<file path="src/rtl/uart_cmd_host.sv">
// Host-side initiator for the UART register/ALU command protocol: serialises one
// command into its byte frame, streams it to a UART TX and gathers the response bytes.
module uart_cmd_host #(
  parameter int Data_width        = 8,
  parameter int DEPTH             = 16,
  parameter int NUM_OF_OPERATIONS = 16,
  parameter int TIMEOUT           = 4096
) (
  input  logic                                 CLK,
  input  logic                                 RST,
  input  logic                                 cmd_valid,
  output logic                                 cmd_ready,
  input  logic [1:0]                           cmd_type,
  input  logic [$clog2(DEPTH)-1:0]             cmd_addr,
  input  logic [Data_width-1:0]                cmd_wdata,
  input  logic [Data_width-1:0]                cmd_opa,
  input  logic [Data_width-1:0]                cmd_opb,
  input  logic [$clog2(NUM_OF_OPERATIONS)-1:0] cmd_fun,
  output logic [Data_width-1:0]                tx_data,
  output logic                                 tx_valid,
  input  logic                                 tx_ready,
  input  logic [Data_width-1:0]                rx_data,
  input  logic                                 rx_valid,
  output logic [2*Data_width-1:0]              rsp_data,
  output logic                                 done,
  output logic                                 rsp_timeout,
  output logic                                 rx_unexp
);
  localparam int AW = $clog2(DEPTH);
  localparam int FW = $clog2(NUM_OF_OPERATIONS);
  localparam int CW = $clog2(TIMEOUT + 1);

  localparam logic [1:0] ST_IDLE = 2'd0;
  localparam logic [1:0] ST_SEND = 2'd1;
  localparam logic [1:0] ST_WAIT = 2'd2;
  localparam logic [1:0] ST_DONE = 2'd3;

  localparam logic [1:0] CMD_WR      = 2'd0;
  localparam logic [1:0] CMD_RD      = 2'd1;
  localparam logic [1:0] CMD_ALU_OP  = 2'd2;
  localparam logic [1:0] CMD_ALU_NOP = 2'd3;

  logic [1:0]              state_q, state_d;
  logic [1:0]              idx_q, idx_d;
  logic [CW-1:0]           cnt_q, cnt_d;
  logic [1:0]              type_q, type_d;
  logic [AW-1:0]           addr_q, addr_d;
  logic [Data_width-1:0]   wdata_q, wdata_d;
  logic [Data_width-1:0]   opa_q, opa_d;
  logic [Data_width-1:0]   opb_q, opb_d;
  logic [FW-1:0]           fun_q, fun_d;
  logic [2*Data_width-1:0] rsp_data_q, rsp_data_d;
  logic                    done_q, done_d;
  logic                    rsp_timeout_q, rsp_timeout_d;
  logic                    rx_unexp_q, rx_unexp_d;

  logic [Data_width-1:0]   frame_byte;
  logic                    last_byte;
  logic [1:0]              rsp_cnt;
  logic [Data_width-1:0]   addr_ext, fun_ext;

  assign addr_ext = {{(Data_width-AW){1'b0}}, addr_q};
  assign fun_ext  = {{(Data_width-FW){1'b0}}, fun_q};

  // Frame byte and response length decoded from the captured command and byte index.
  always_comb begin
    frame_byte = '0;
    last_byte  = 1'b0;
    rsp_cnt    = 2'd0;
    case (type_q)
      CMD_WR: begin
        case (idx_q)
          2'd0:    frame_byte = Data_width'(8'hAA);
          2'd1:    frame_byte = addr_ext;
          default: frame_byte = wdata_q;
        endcase
        last_byte = (idx_q == 2'd2);
        rsp_cnt   = 2'd0;
      end
      CMD_RD: begin
        frame_byte = (idx_q == 2'd0) ? Data_width'(8'hBB) : addr_ext;
        last_byte  = (idx_q == 2'd1);
        rsp_cnt    = 2'd1;
      end
      CMD_ALU_OP: begin
        case (idx_q)
          2'd0:    frame_byte = Data_width'(8'hCC);
          2'd1:    frame_byte = opa_q;
          2'd2:    frame_byte = opb_q;
          default: frame_byte = fun_ext;
        endcase
        last_byte = (idx_q == 2'd3);
        rsp_cnt   = 2'd2;
      end
      default: begin
        frame_byte = (idx_q == 2'd0) ? Data_width'(8'hDD) : fun_ext;
        last_byte  = (idx_q == 2'd1);
        rsp_cnt    = 2'd2;
      end
    endcase
  end

  always_comb begin
    state_d       = state_q;
    idx_d         = idx_q;
    cnt_d         = cnt_q;
    type_d        = type_q;
    addr_d        = addr_q;
    wdata_d       = wdata_q;
    opa_d         = opa_q;
    opb_d         = opb_q;
    fun_d         = fun_q;
    rsp_data_d    = rsp_data_q;
    rsp_timeout_d = rsp_timeout_q;
    done_d        = 1'b0;
    rx_unexp_d    = rx_valid && (state_q != ST_WAIT);
    case (state_q)
      ST_IDLE: begin
        if (cmd_valid) begin
          type_d        = cmd_type;
          addr_d        = cmd_addr;
          wdata_d       = cmd_wdata;
          opa_d         = cmd_opa;
          opb_d         = cmd_opb;
          fun_d         = cmd_fun;
          idx_d         = 2'd0;
          rsp_data_d    = '0;
          rsp_timeout_d = 1'b0;
          state_d       = ST_SEND;
        end
      end
      ST_SEND: begin
        if (tx_ready) begin
          if (last_byte) begin
            // idx is reused as the received-byte count while waiting
            idx_d = 2'd0;
            cnt_d = '0;
            if (rsp_cnt == 2'd0) begin
              state_d = ST_DONE;
              done_d  = 1'b1;
            end else begin
              state_d = ST_WAIT;
            end
          end else begin
            idx_d = idx_q + 2'd1;
          end
        end
      end
      ST_WAIT: begin
        if (rx_valid) begin
          cnt_d = '0;
          if (idx_q == 2'd0) rsp_data_d[Data_width-1:0] = rx_data;
          else               rsp_data_d[2*Data_width-1:Data_width] = rx_data;
          idx_d = idx_q + 2'd1;
          if ((idx_q + 2'd1) == rsp_cnt) begin
            state_d       = ST_DONE;
            done_d        = 1'b1;
            rsp_timeout_d = 1'b0;
          end
        end else if (cnt_q == CW'(TIMEOUT)) begin
          state_d       = ST_DONE;
          done_d        = 1'b1;
          rsp_timeout_d = 1'b1;
        end else begin
          cnt_d = cnt_q + CW'(1);
        end
      end
      default: state_d = ST_IDLE;
    endcase
  end

  always_ff @(posedge CLK) begin
    if (!RST) begin
      state_q       <= ST_IDLE;
      idx_q         <= 2'd0;
      cnt_q         <= '0;
      type_q        <= CMD_WR;
      addr_q        <= '0;
      wdata_q       <= '0;
      opa_q         <= '0;
      opb_q         <= '0;
      fun_q         <= '0;
      rsp_data_q    <= '0;
      done_q        <= 1'b0;
      rsp_timeout_q <= 1'b0;
      rx_unexp_q    <= 1'b0;
    end else begin
      state_q       <= state_d;
      idx_q         <= idx_d;
      cnt_q         <= cnt_d;
      type_q        <= type_d;
      addr_q        <= addr_d;
      wdata_q       <= wdata_d;
      opa_q         <= opa_d;
      opb_q         <= opb_d;
      fun_q         <= fun_d;
      rsp_data_q    <= rsp_data_d;
      done_q        <= done_d;
      rsp_timeout_q <= rsp_timeout_d;
      rx_unexp_q    <= rx_unexp_d;
    end
  end

  assign cmd_ready   = (state_q == ST_IDLE);
  assign tx_valid    = (state_q == ST_SEND);
  assign tx_data     = tx_valid ? frame_byte : '0;
  assign rsp_data    = rsp_data_q;
  assign done        = done_q;
  assign rsp_timeout = rsp_timeout_q;
  assign rx_unexp    = rx_unexp_q;

endmodule

</file>
<file path="config.mk">
export PLATFORM = sky130hd
export DESIGN_NAME = uart_cmd_host
export DESIGN_NICKNAME = d
export VERILOG_FILES = /design/src/rtl/uart_cmd_host.sv
export SDC_FILE = /design/constraint.sdc
export NUM_CORES = 1
export LEC_CHECK = 0
export ABC_CLOCK_PERIOD_IN_PS = 1900
export BUFFER_PORTS_ARGS = -buffer_cell sky130_fd_sc_hd__buf_2
export CAP_MARGIN = 20
export CORE_ASPECT_RATIO = 1.75
export CORE_MARGIN = 2
export CORE_UTILIZATION = 49
export CTS_CLUSTER_SIZE = 8
export DETAILED_ROUTE_END_ITERATION = 8
export PLACE_DENSITY = 0.76
export SLEW_MARGIN = 10
export SYNTH_ARGS = -nofsm -noshare
export SYNTH_HDL_FRONTEND = slang
export SYNTH_SLANG_ARGS = --single-unit
</file>
<file path="constraint.sdc">
create_clock -name CLK -period 1.9 [get_ports CLK]
set_clock_uncertainty 0.15 [all_clocks]
set_input_delay 0.095 -clock CLK [delete_from_list [all_inputs] [get_ports CLK]]
set_output_delay 0.095 -clock CLK [all_outputs]
set_load 0.05 [all_outputs]
</file>
==> flow_metrics.env, run 1 <==
export IMPL_wirelength_um=11790
export IMPL_maxCapViolCount=0
export IMPL_synth_area_um2=3618
export IMPL_place_gp_congestion=0.9178
export IMPL_drtPass1Iterations=5
export IMPL_final_fill_count=427
export IMPL_numCtsBuffers=9
export IMPL_worst_path_max_delay_cell="o21ai_0"
export IMPL_ys_warn_count=0
export IMPL_synth_sequential_area_ratio=0.3873
export IMPL_cts_tree="done"
export IMPL_ys_seq_elements=70
export IMPL_cts_buffer_depth=2
export IMPL_synth_edf_count=0
export IMPL_vias=3837
export IMPL_dp_hpwl_um=6876
export IMPL_grt_pass1_wl_um=16920
export IMPL_clkSinkCount=70
export IMPL_critPathLaunchType="register"
export IMPL_die_x_um=68.96
export IMPL_status="finished, violations left"
export IMPL_cp_arrival_ps=1940
export IMPL_clk_pin_slew_ps=50
export IMPL_worstHoldPathType="in2reg"
export IMPL_slew_headroom=0.6869
export IMPL_fmax_mhz=456.9
export IMPL_numPortBuffers=75
export IMPL_vdd_drop_max_v=0.0009734
export IMPL_yosysUniqueCellTypes=53
export IMPL_yosys_top_cells_count="nand2_1, dfxtp_1, a21boi_0"
export IMPL_area_growth_pct=56.19
export IMPL_insertion_delay_ps=340
export IMPL_detail_route_antenna_nets=0
export IMPL_grt_max_degree=38
export IMPL_final_nets=642
export IMPL_ios=76
export IMPL_die_h_um=117.7
export IMPL_grt_pass1_vias=3593
export IMPL_power_total_mw=6.459
export IMPL_avgSynthCellArea_um2=8.261
export IMPL_synth_top_cells_by_area="dfxtp_1, nand2_1, a21boi_0"
export IMPL_fin_util=0.7869
export IMPL_finalMaxSlewViolations=0
export IMPL_root_buffer="clkbuf_16"
export IMPL_setup_slack_ps=-288.5
export IMPL_drc=0
export IMPL_rsz0062_at_grt="true"
export IMPL_finalHoldViolCount=0
export IMPL_netlist_instances=438
export IMPL_min_period_ps=2188
export IMPL_synth_top_area_share=0.3873
export IMPL_cp_max_fo=7
export IMPL_violations="setup timing"
export IMPL_die_area_um2=8115
export IMPL_core_area_um2=7182
export IMPL_p_leak_nw=2.324
export IMPL_worstPathRequired_ps=1650
export IMPL_crit_path_end_kind="output port"
export IMPL_drive_gt1_frac=0.3639
export IMPL_finalCritPeriodShare=1.152
export IMPL_rows=41
export IMPL_yosysMostFrequentCell="nand2_1"
export IMPL_syn_num_nets=497
export IMPL_p_per_area_nw_per_um2=1143
export IMPL_yosysTopAreaCell="dfxtp_1"
export IMPL_grt_antenna_before_repair=0
export IMPL_initial_core_util=0.5038
export IMPL_max_stage_delay_ps=370
export IMPL_n_antenna_cell=0
export IMPL_vias_per_cell=5.693
export IMPL_async_flop_share=0
export IMPL_grt_ovfl_total=0
export IMPL_drt_iter0_markers=278
export IMPL_synthFlopType="dfxtp_1"
export IMPL_wl_per_cell_um=17.49
export IMPL_tightest_slew_ps=463.8
export IMPL_critical_path_class="reg2out"
export IMPL_cp_cell_sequence="inv_4 > ha_4 > buf_4 > nor2b_1 > o21ai_0 > a41oi_4 > buf_6"
export IMPL_grtUsageTotal=0.2759
export IMPL_setup_viol=25
export IMPL_htree_levels=3
## sequential cells by signal, summed over array words and instances (netlist names), 2 cells and up
signal,flops
addr_q,4
cnt_q,13
fun_q,4
idx_q,2
opa_q,8
opb_q,8
rsp_data,16
state_q,2
type_q,2
wdata_q,8
## layout by cell type (no fill, tap or decap), types with 9 or more instances in the layout
cell type / instances
a21boi_0: 34
mux2i_1: 18
nor2_1: 22
dfxtp_1: 64
xor2_1: 9
clkbuf_16: 9
nor2b_1: 19
and2_1: 9
buf_6: 21
buf_4: 30
nand2_1: 91
buf_2: 67
o21ai_1: 10
dlygate4sd3_1: 36
## kinds of logic after synthesis
logic type               Yosys count  share of synthesized area
AO/OA/AOI/OAI                     89                     0.1739
AND/OR/NAND/NOR                  195                     0.2659
flip-flops                        70                     0.3873
buffers and inverters             40                    0.04564
XOR/XNOR                          10                    0.02421
multiplexers                      22                    0.06155
adder cells (fa/ha/maj)           12                    0.04149
## layout make-up
cell class / count / area (um2) / share of cell area
inverter: 12 / 50.05 / 0.008855
multi-input combinational: 328 / 2442 / 0.4321
sequential: 70 / 1416 / 0.2506
clock buffer: 9 / 225.2 / 0.03985
clock inverter: 7 / 112.6 / 0.01992
tap: 86 / 107.6 / 0.01904
timing repair buffer: 162 / 1297 / 0.2296
## through the flow
step | hold WS (ps) | setup TNS (ps) | std cells | worst slack [ps] | area, um2
after floorplan | 58.79 | -33.28 | 438 | -33.28 | 3757
after global placement | 198.6 | -1420 | 610 | -119.2 | 4432
after detailed placement | 205.6 | -2627 | 610 | -216.9 | 4432
after CTS | 10.17 | -1589 | 672 | -228.1 | 5400
after global routing | 43.34 | -4897 | 674 | -324.9 | 5652
final | 18.72 | -3589 | 674 | -288.5 | 5652
## report_power, final
part           switching [mW]  internal (mW)  total (mW)
clock                   0.641           1.27        1.91
sequential              0.171           1.66        1.83
combinational            1.56           1.15        2.72
## critical path: cells and delay by family, from the launching register on
family / cells / cell delay [ps]
compound gates: 2 / 550
fa+ha+maj: 1 / 180
flops: 1 / 360
simple gates: 1 / 130
buf+inv: 3 / 380
## worst paths after layout
check | startpoint | to | slack [ps] | cells after the start
worst max-delay path | idx_q[1] | tx_data[0] | -290 | 7
worst min-delay path | rx_data[7] | rsp_data[7] | 20 | 4
worst max register to register | idx_q[1] | cnt_q[12] | -230 | 9
worst min register to register | wdata_q[1] | wdata_q[1] | 310 | 2
## per-layer routing
| metal | global-route usage | vias up | part of all wire |
|---|---|---|---|
| li1 | - | 1787 | - |
| met1 | 0.2949 | 1796 | 0.36 |
| met2 | 0.4669 | 192 | 0.52 |
| met3 | 0.06788 | 62 | 0.062 |
| met4 | 0.1605 | 0 | 0.051 |
| met5 | 0 | - | 0 |
## what timing repair did
item / in CTS / in global routing
gates resized for setup: 56 / 52
endpoints found under the hold margin: 36 / 0
buffers inserted: 10 / 3
hold buffers: 36 / 0
setup endpoints to repair: 27 / 41
pin swaps: 15 / 19
No activity file was read; power rests on OpenSTA's default activity.
==> run 2: changes to the inputs <==
- BUFFER_PORTS_ARGS: -buffer_cell sky130_fd_sc_hd__buf_2 -> default
- CORE_UTILIZATION: 49 -> 50
- DONT_BUFFER_PORTS: default -> 1
- PLACE_DENSITY: 0.76 -> 0.68
==> run 2 against run 1 <==
Compared with the run above: the flow still finishes with violations (setup timing); cell count is 6.7% lower; final area is 4.8% lower; critical path depth is 2 higher; register-to-register slack better by 90 ps; count of clock-buffer cells in the layout up 5; combinational power down 4%; non-clock buffer count shrank 44; sequential share of layout area increased by 1.3 points; worst setup slack gained 58 ps; hold slack better by 21 ps; global-route usage decreased by 1.4 points; via count decreased by 9.9%.
==> flow_metrics.env, run 2 (same netlist as run 1, synthesis figures left out) <==
export IMPL_clk_pin_slew_ps=50
export IMPL_vias_per_cell=5.494
export IMPL_power_total_mw=5.936
export IMPL_p_leak_nw=2.089
export IMPL_wirelength_um=10090
export IMPL_ios=76
export IMPL_n_antenna_cell=0
export IMPL_seq_area_um2=1419
export IMPL_critPathLaunchType="register"
export IMPL_finalHoldViolCount=0
export IMPL_crit_path_end_kind="output port"
export IMPL_cts_tree="done"
export IMPL_rsz0062_at_grt="true"
export IMPL_area_growth_pct=48.72
export IMPL_grt_max_degree=61
export IMPL_final_nets=598
export IMPL_setup_viol=22
export IMPL_place_gp_congestion=0.9108
export IMPL_root_buffer="clkbuf_16"
export IMPL_rows=41
export IMPL_min_period_ps=2130
export IMPL_worstHoldPathType="in2reg"
export IMPL_finalCritPeriodShare=1.121
export IMPL_status="finished, violations left"
export IMPL_grt_pass1_vias=3384
export IMPL_internal_power_mw=3.761
export IMPL_combPwrFrac=0.437
export IMPL_violations="setup timing"
export IMPL_swShare=0.3665
export IMPL_numPortBuffers=0
export IMPL_vias=3456
export IMPL_die_area_um2=7960
export IMPL_wl_met2_um=5533
export IMPL_multi_input_area_um2=2407
export IMPL_p_clk_frac=0.253
export IMPL_numCtsBuffers=9
export IMPL_fin_cells=629
export IMPL_grtUsageTotal=0.2622
export IMPL_fin_util=0.7547
export IMPL_worstPathRequired_ps=1650
export IMPL_grt_ovfl_total=0
export IMPL_drtPass1Iterations=4
export IMPL_detail_route_antenna_nets=0
export IMPL_dr_max_layer_used="met4"
export IMPL_core_area_um2=7131
export IMPL_drc=0
export IMPL_dpl_cell_count=553
export IMPL_largest_reg_flops=16
export IMPL_setup_slack_ps=-230.0
export IMPL_cp_max_fo=5
export IMPL_layout_common_cells="nand2_1, dfxtp_1, buf_4"
export IMPL_final_fill_count=483
export IMPL_p_per_area_nw_per_um2=1103
export IMPL_slew_headroom=0.5619
export IMPL_initial_core_util=0.5075
export IMPL_final_common_cell="nand2_1"
export IMPL_dp_hpwl_um=6584
export IMPL_wl_per_cell_um=16.04
export IMPL_vdd_drop_max_v=0.0007530
export IMPL_maxCapViolCount=0
export IMPL_critical_path_class="reg2out"
export IMPL_fmax_mhz=469.5
export IMPL_tightest_slew_ps=652.2
export IMPL_insertion_delay_ps=330
export IMPL_whs_ps=39.37
export IMPL_grt_antenna_before_repair=0
export IMPL_wl_met1_um=3726
export IMPL_htree_levels=3
export IMPL_finalMaxSlewViolations=0
export IMPL_drive_gt1_frac=0.2873
export IMPL_seq_power_share=0.310
export IMPL_cts_buffer_depth=2
export IMPL_grt_pass1_wl_um=15500
export IMPL_die_h_um=116.5
export IMPL_p_switching_mw=2.175
export IMPL_wl_met3_um=447
export IMPL_clkSinkCount=70
export IMPL_die_x_um=68.31
export IMPL_place_ws_ps=-79.68
export IMPL_drt_iter0_markers=205
export IMPL_cp_arrival_ps=1890
==> run 2: cell types whose count changed in the layout (fill, tap and decap cells not counted), sizes merged <==
| cell | previous run | this run |
|---|---|---|
| bufinv | 3 | 0 |
| clkbuf | 9 | 14 |
| dlygate4sd3 | 36 | 46 |
| clkinv | 3 | 1 |
| clkinvlp | 1 | 0 |
| buf | 126 | 72 |
==> run 2: metrics by stage <==
step	TNS, ps	instance area [um2]
floorplan	-33.28	3757
global placement	-84.81	4254
detailed placement	-823.0	4254
CTS	-4251	5119
global route	-4214	5381
finish	-2418	5381
==> run 2: final timing paths <==
path / start / end / slack, ps / cells after the start
hold / removal: cmd_valid / type_q[0] / 40 / 4
hold reg to reg: rsp_timeout / rsp_timeout / 320 / 2
setup / recovery: idx_q[1] / tx_data[1] / -230 / 9
setup reg to reg: idx_q[1] / cnt_q[12] / -140 / 8
==> run 2: power groups by stage <==
stage / combinational (mW) / sequential (mW) / clock (mW)
after floorplan: 1.51 / 1.87 / 0
after global placement: 2.23 / 1.84 / 0
after detailed placement: 2.27 / 1.85 / 0
after CTS: 2.40 / 1.82 / 1.53
after global routing: 2.78 / 1.86 / 1.61
final: 2.60 / 1.84 / 1.50
==> run 2: repair_timing <==
action	CTS	global route
hold buffers	47	0
endpoints found under the setup margin	24	39
buffers inserted	7	10
pin swaps	7	29
gates resized for setup	23	54
hold endpoints to repair	70	0
cloned	1	0
==> run 2: layer usage <==
metal | vias up | GRT usage
li1 | 1701 | -
met4 | 0 | 0.1453
met1 | 1622 | 0.2789
met5 | - | 0
met2 | 105 | 0.4731
met3 | 28 | 0.04239
==> run 2: worst max-delay path, stage by stage, from the launching register on <==
cell,delay (ps)
dfxtp_2,320
buf_6,130
ha_4,170
buf_6,130
a221o_1,280
nand2_1,80
nor2_1,50
o21ai_2,170
a21oi_4,80
buf_12,150
==> run 2: final cells by class <==
cell class | instances | area share
multi-input cells | 328 | 0.4473
flip-flops and latches | 70 | 0.2637
repair buffers | 118 | 0.2102
clock buffers | 14 | 0.04906
well taps | 86 | 0.02000
inverters | 12 | 0.008835
clock inverters | 1 | 0.0009300
